`src/rtl/sevenseg_scan_driver.sv`:
```
// Four-digit multiplexed common-anode seven-segment driver with a double-buffered load path.
// Optional anti-ghosting blank window at the start of each slot: define SEVENSEG_GHOST_GUARD_EN.
module sevenseg_scan_driver #(
  parameter int unsigned SCAN_BITS  = 16,
  parameter int unsigned BLINK_BITS = 26
) (
  input  logic        clk,
  input  logic        rst_n,
  input  logic        load,
  input  logic [15:0] din,
  input  logic [3:0]  blank_mask,
  input  logic [3:0]  blink_mask,
  input  logic [3:0]  dp_mask,
  output logic        pending,
  output logic        frame,
  output logic [3:0]  DIGIT,
  output logic [7:0]  DISPLAY
);

  logic [15:0]           shadow_code_q, active_code_q;
  logic [3:0]            shadow_blank_q, shadow_blink_q, shadow_dp_q;
  logic [3:0]            active_blank_q, active_blink_q, active_dp_q;
  logic                  pending_q, frame_q;
  logic [SCAN_BITS-1:0]  scan_q;
  logic [BLINK_BITS-1:0] blink_q;
  logic [3:0]            digit_q, digit_d;
  logic [7:0]            display_q, display_d;

  logic       boundary;
  logic [1:0] slot;
  logic [3:0] code;
  logic       dark;

  function automatic logic [7:0] glyph(input logic [3:0] c);
    case (c)
      4'd0:    glyph = 8'b00000011;
      4'd1:    glyph = 8'b10011111;
      4'd2:    glyph = 8'b00100101;
      4'd3:    glyph = 8'b00001101;
      4'd4:    glyph = 8'b10011001;
      4'd5:    glyph = 8'b01001001;
      4'd6:    glyph = 8'b01000001;
      4'd7:    glyph = 8'b00011111;
      4'd8:    glyph = 8'b00000001;
      4'd9:    glyph = 8'b00001001;
      4'd10:   glyph = 8'b11111101;
      default: glyph = 8'hFF;
    endcase
  endfunction

  assign boundary = &scan_q;
  assign slot     = scan_q[SCAN_BITS-1 -: 2];
  assign code     = active_code_q[{slot, 2'b00} +: 4];
  assign dark     = active_blank_q[slot] | (active_blink_q[slot] & blink_q[BLINK_BITS-1]);

`ifdef SEVENSEG_GHOST_GUARD_EN
  localparam int unsigned SlotBits = SCAN_BITS - 2;
  localparam int unsigned GuardLen = (SCAN_BITS > 6) ? (1 << (SCAN_BITS - 6)) : 1;
  logic guard;
  assign guard = 32'(scan_q[SlotBits-1:0]) < GuardLen;
`endif

  always_comb begin
    digit_d   = ~(4'b0001 << slot);
    display_d = dark ? 8'hFF : glyph(code);
    if (!dark && active_dp_q[slot]) display_d[0] = 1'b0;
`ifdef SEVENSEG_GHOST_GUARD_EN
    if (guard) begin
      digit_d   = 4'b1111;
      display_d = 8'hFF;
    end
`endif
  end

  always_ff @(posedge clk or negedge rst_n) begin
    if (!rst_n) begin
      scan_q         <= '0;
      blink_q        <= '0;
      shadow_code_q  <= 16'hFFFF;
      shadow_blank_q <= 4'h0;
      shadow_blink_q <= 4'h0;
      shadow_dp_q    <= 4'h0;
      active_code_q  <= 16'hFFFF;
      active_blank_q <= 4'h0;
      active_blink_q <= 4'h0;
      active_dp_q    <= 4'h0;
      pending_q      <= 1'b0;
      frame_q        <= 1'b0;
      digit_q        <= 4'b1111;
      display_q      <= 8'hFF;
    end else begin
      scan_q  <= scan_q + {{(SCAN_BITS-1){1'b0}}, 1'b1};
      blink_q <= blink_q + {{(BLINK_BITS-1){1'b0}}, 1'b1};
      if (load) begin
        shadow_code_q  <= din;
        shadow_blank_q <= blank_mask;
        shadow_blink_q <= blink_mask;
        shadow_dp_q    <= dp_mask;
        // A load on the wrap edge bypasses the shadow so it is never a frame late.
        if (boundary) begin
          active_code_q  <= din;
          active_blank_q <= blank_mask;
          active_blink_q <= blink_mask;
          active_dp_q    <= dp_mask;
          pending_q      <= 1'b0;
        end else begin
          pending_q <= 1'b1;
        end
      end else if (boundary && pending_q) begin
        active_code_q  <= shadow_code_q;
        active_blank_q <= shadow_blank_q;
        active_blink_q <= shadow_blink_q;
        active_dp_q    <= shadow_dp_q;
        pending_q      <= 1'b0;
      end
      frame_q   <= boundary;
      digit_q   <= digit_d;
      display_q <= display_d;
    end
  end

  assign pending = pending_q;
  assign frame   = frame_q;
  assign DIGIT   = digit_q;
  assign DISPLAY = display_q;

endmodule

```
`config.mk`:
```
export PLATFORM = sky130hd
export DESIGN_NAME = sevenseg_scan_driver
export DESIGN_NICKNAME = d
export VERILOG_FILES = /design/src/rtl/sevenseg_scan_driver.sv
export SDC_FILE = /design/constraint.sdc
export NUM_CORES = 1
export LEC_CHECK = 0
export ABC_CLOCK_PERIOD_IN_PS = 2700
export CAP_MARGIN = 25
export CORE_MARGIN = 2
export CORE_UTILIZATION = 57
export CTS_BUF_LIST = sky130_fd_sc_hd__clkbuf_16
export CTS_CLUSTER_SIZE = 40
export DETAILED_ROUTE_END_ITERATION = 10
export MAX_ROUTING_LAYER = met4
export PLACE_DENSITY = 0.79
export SLEW_MARGIN = 20
export SYNTH_ARGS = -nofsm -noshare
export SYNTH_HDL_FRONTEND = slang
export SYNTH_SLANG_ARGS = --single-unit
```
`constraint.sdc`:
```
create_clock -name clk -period 2.7 [get_ports clk]
set_input_delay 0.405 -clock clk [delete_from_list [all_inputs] [get_ports clk]]
set_output_delay 0.405 -clock clk [all_outputs]
set_load 0.01 [all_outputs]
```
## Word level (Yosys, flattened, before mapping)

Memories as Yosys holds them, arrays and structs flattened.
Cells that the tools add are included.

| operators by class | value |
|---|---|
| add/subtract/negate cells | 2 |
| order comparisons | 1 |
| equality and inequality tests | 1 |
| shifts and indexed selects | 2 |
| muxes and demuxes | 23 |
| bitwise operators | 3 |
| reduce and logical (&&, ||, !) cells | 6 |

Operator list:

| operator | count |
|---|---|
| $mux W16 | 3 |
| $mux W4 | 9 |
| $add A26 B1 Y26 const B | 1 |
| $add A16 B1 Y16 const B | 1 |
| $reduce_and A16 Y1 | 1 |
| $shiftx A16 B5 Y4 | 1 |
| $mux W8 | 1 |
| $mux W1 | 7 |
| $bmux W1 S2 | 3 |
| $not A4 Y4 | 1 |
| $shl A1 B2 Y4 const A | 1 |
| $lt A2 B3 Y1 const B | 1 |
| $logic_and A1 B1 Y1 | 2 |
| $ne A2 B1 Y1 const B | 1 |
| $reduce_and A2 Y1 | 1 |
| $reduce_bool A2 Y1 | 1 |
| $and A1 B1 Y1 | 1 |
| $logic_not A1 Y1 | 1 |
| $or A1 B1 Y1 | 1 |

| storage, ports and cells | value |
|---|---|
| register bits | 112 |
| ROM bits | 112 |
| input bits | 31 |
| output and inout port bits | 14 |
| word-level logic and storage cells | 53 |
| memories kept | 1 |

Memory list:

| name | words | width | rd ports | clocked after Yosys merged registers in | write ports | RTL line | source |
|---|---|---|---|---|---|---|---|
| (name not given) | 16 | 7 | 1 | 0 | 0 | 35 | `case (c)` |

## Logic depth before layout (Yosys ltp)

| logic depth | value |
|---|---|
| word-level depth | 7 |
| gate-level depth with buffers | 8 |
| gate-level depth less buffers | 6 |

## Least setup slack after synthesis

OpenSTA, ideal clock, no wires.

| path | value |
|---|---|
| path kind | register -> register |
| start | register scan_q[0] |
| end | register active_blank_q[0] |
| library setup time | 0.125 ns |
| arrival | 2.213 ns |
| required time | 2.575 ns |
| setup slack | 0.361 ns |
| cell stages (with the launch flop) | 9 |
| buffers on the path | 3 |
| period minus slack after synthesis | 2.339 ns |
| path through | dfrtp_1 > ha_1 > nand2_1 > or3_1 > buf_2 > or4_4 > buf_6 > buf_6 > mux2_4 |

| on the way | value |
|---|---|
| longest elaborated chain between the ends | 4 |
| elaborated cells between the ends (all ways) | 5 |
| those cells by class | eq/ne: 1; reduce/logical: 4 |

Ends and longest elaborated chain:

| item | RTL line | source |
|---|---|---|
| from (decl) | 24 | `logic [SCAN_BITS-1:0] scan_q;` |
| from (signal assigned) | 92 | `scan_q <= scan_q + {{(SCAN_BITS-1){1'b0}}, 1'b1};` |
| $reduce_and A16 Y1 (*) | 51 | `assign boundary = &scan_q;` |
| $logic_and A1 B1 Y1 | 109 | `end else if (boundary && pending_q) begin` |
| $reduce_bool A2 Y1 (no source line) | -- |  |
| $reduce_and A2 Y1 (no source line) (*) | -- |  |
| to (signal assigned) | 102 | `active_blank_q <= blank_mask;` |
| to (signal assigned) | 111 | `active_blank_q <= shadow_blank_q;` |
| to (decl) | 22 | `logic [3:0] active_blank_q, active_blink_q, active_dp_q;` |

Mark *: on every way between the ends. The rest lies on a longest branch, timed or not.
A chain may end at the register's enable or synchronous reset.

## Final worst setup path

| path | value |
|---|---|
| start | register scan_q[0] |
| end | register active_blink_q[1] |

| on the way | value |
|---|---|
| longest elaborated chain between the ends | 4 |
| elaborated cells between the ends (all ways) | 5 |
| those cells by class | eq/ne: 1; reduce/logical: 4 |

Ends and longest elaborated chain:

| item | RTL line | source |
|---|---|---|
| $reduce_and A16 Y1 (*) | 51 |  |
| $logic_and A1 B1 Y1 | 109 |  |
| $reduce_bool A2 Y1 (no source line) | -- |  |
| $reduce_and A2 Y1 (no source line) (*) | -- |  |
| to (signal assigned) | 103 | `active_blink_q <= blink_mask;` |
| to (signal assigned) | 112 | `active_blink_q <= shadow_blink_q;` |
| to (decl) | 22 |  |

Marks and branches as above.

==> flow_summary.toml <==
[yosys]
synth_edf_count = 0
yosysSeqAreaShare = 0.597
synthArstFlopShare = 1.00
netlist_area_um2 = 4790
synth_top_area_share = 0.355
syn_nets = 390
synth_cells = 351
yosys-top-cells-area = "dfrtp_1 (36%), dfstp_2 (24%), mux2_2 (8.5%)"
yosys.area.top_type = "dfrtp_1"
synth_ff_type = "dfrtp_1"
synth-seq-cells = 112
synth_cell_types = 32
avgSynthCellArea_um2 = 13.6
yosysWarnings = 0

[route]
wl_um = 8180
via_per_inst = 5.29
route.detailed.drc = 0
vias = 2695
drt_iter0_markers = 111
drt-pass1-iter-count = 4
final_antenna_net_count = 0
wire_per_inst_um = 16.1

[pwr]
seq_power_share = 0.544
combPwrFrac = 0.071
net-switching-power_w = 0.000716
swShare = 0.216
p_per_area_nw_per_um2 = 589
fin_total_pwr_w = 0.00331
peakVddDrop_mv = 0.371
power.leakage_nw = 2.48
clkPwrFrac = 0.385
intPower_w = 0.00259

[critical_path]
critPathBufInv = 0
crit_path_max_incr_delay_ns = 0.80
start_kind = "flip-flop"
cp_data_arrival_time_ns = 2.69
cp.required_ns = 2.92
worst-path-stages = 5
crit_slowest_cell = "or4_4"
worstRegToRegCells = 5
crit_chain = "ha_1 -> nand2_1 -> or3_1 -> or4_4 -> mux2_4"
cp_max_fo = 28
crit_path_end_kind = "flip-flop"
crit_family = "simple AND/OR/NAND/NOR gates"
critical_path_class = "flip-flop to flip-flop"

[timing]
drv_slew = 0
rsz0062_at_grt = "no"
hold_violations = 0
fmax_mhz = 405
worstMarginPinSlew_ns = 0.737
slew-limit-headroom = 0.505
finalSetupTns_ns = 0
clock_skew_ns = 0.0105
holdWs_ns = 0.140
fin_crit_ns = 2.47
min_period_over_period = 0.915
finalSetupViolations = 0

[global_routing]
globalRoute.busiestLayer = "met2"
grt_use_total = 0.205
antenna_found_initial = 0
grt_use_met1 = 0.259
grt_start_max_net_pins = 65
grt_pass1_vias = 2800
grt_pass1_wl_um = 13700
grt_overflow_total = 0
grt_use_met3 = 0.0308
met2_usage = 0.334

[finish]
stdcell_count = 509
final_nets = 438
drive_gt1_frac = 0.322
n_antenna_cell = 0
syn2layout_area_growth_pct = 17.2
n_fill_cell = 552

[clock_network]
cts_root_buf = "clkbuf_16"
htreeDepth = 3
cts_buffer_depth = 2
numCtsBuffers = 9
hold_buffers = 0
cts_sinks = 112
cts_tree = "built"
ctsResizeCount = 0
path_clk_slew_ns = 0.07
insertion_delay_ns = 0.34
cts_setup_buffers = 0

[flow_run]
cap_viol_max_count = 0

[place]
place_congestion = 0.889
dp_hpwl_um = 5530
dp_cells = 493
portBuffers = 44

[die]
coreArea_um2 = 8180
start_util = 0.586
die_w_um = 95.7
die-area_um2 = 9150
die_y_um = 95.7
io_pins = 45
rows = 33

[worst_hold_path]
hold_class = "input port to asynchronous set/reset pin"

[run_status]
status = "completed"
worst paths after layout:
kind                                                 end           startpoint  slack [ns]
setup / recovery           active_blink_q[1]$_DFFE_PN0P_  scan_q[0]$_DFF_PN0_        0.23
hold reg to reg                      scan_q[0]$_DFF_PN0_  scan_q[0]$_DFF_PN0_        0.45
max in group asynchronous           scan_q[10]$_DFF_PN0_                rst_n        1.80
hold / removal             shadow_blank_q[0]$_DFFE_PN0P_                rst_n        0.14
min in group clk                     scan_q[0]$_DFF_PN0_  scan_q[0]$_DFF_PN0_        0.45
setup reg to reg           active_blink_q[1]$_DFFE_PN0P_  scan_q[0]$_DFF_PN0_        0.23
metal layers:
layer,vias to the layer above,routed length (µm),part of all wire
met5,-,0,0
met1,1333,3720,0.45
met2,42,4110,0.50
met3,11,243,0.030
met4,0,110,0.013
li1,1309,-,-
kinds of logic after synthesis:
kind of cell | after synthesis | share of synthesized area
DFF | 112 | 0.597
muxes | 61 | 0.171
adders and majority gates | 8 | 0.0209
xor gates and xnor gates | 39 | 0.0713
buffers and inverters | 24 | 0.0238
AOI/OAI and AO/OA | 18 | 0.0199
and+or+nand+nor | 89 | 0.0964
power groups by stage:
stage,clock (W),combinational (W),sequential [W]
floorplan,0,0.000108,0.00183
global placement,0,0.000230,0.00183
detailed placement,0,0.000238,0.00183
CTS,0.00129,0.000241,0.00180
global route,0.00136,0.000261,0.00181
finish,0.00127,0.000235,0.00180
Yosys cell counts (4+ instances only):
cell,number
dfrtp_1,68
dfstp_2,44
mux2_2,36
mux2_4,20
xnor2_1,20
nand2_1,19
xor2_1,19
nor2_1,14
nor3_1,14
nand3_1,13
inv_1,12
ha_1,8
nand4_1,8
o21ai_0,8
a21oi_1,7
clkbuf_1,6
mux4_2,5
and4_1,4
per-stage QoR:
stage	setup slack [ns]	util	area [µm²]
after global routing	0.0967	0.687	5610
final	0.229	0.687	5610
after detailed placement	0.237	0.652	5330
after floorplan	0.361	-	4790
after CTS	0.221	0.687	5610
after global placement	0.290	0.652	5330
final cells by class:
cell class	instances	area, µm²	area share
clock buffer	10	250	0.0446
clock inverter	6	37.5	0.00669
inverter	12	45.0	0.00802
multi-input combinational	215	1820	0.324
sequential	112	2860	0.509
tap	105	131	0.0234
timing repair buffer	49	475	0.0847
state kept, by name, indices dropped and copies added (netlist names):
signal and count:
active_blink_q 4, active_dp_q 4, shadow_dp_q 4, blink_q 26, active_blank_q 4, pending 1, DIGIT 4, shadow_blank_q 4
shadow_code_q 16, active_code_q 16, scan_q 16, frame 1, shadow_blink_q 4, DISPLAY 8
cells in the final DEF, fill, tap and decap left out, types with 2 or more instances in the layout:
cell / Yosys / final
dfrtp_1: 68 / 68
dfstp_2: 44 / 44
clkdlybuf4s50_1: 0 / 43
mux2_2: 36 / 36
xnor2_1: 20 / 20
mux2_4: 20 / 20
xor2_1: 19 / 19
nand2_1: 19 / 19
nor3_1: 14 / 14
nor2_1: 14 / 14
inv_1: 12 / 13
nand3_1: 13 / 13
clkbuf_16: 0 / 10
nand4_1: 8 / 8
o21ai_0: 8 / 8
ha_1: 8 / 8
a21oi_1: 7 / 7
buf_4: 0 / 6
mux4_2: 5 / 5
and4_1: 4 / 4
nor4_1: 3 / 3
or2_2: 3 / 3
nand2b_1: 3 / 3
and3_1: 2 / 2
and2_1: 2 / 2
o22ai_1: 2 / 2
inv_6: 0 / 2
inv_4: 0 / 2
(Power assumes the default switching activity.)
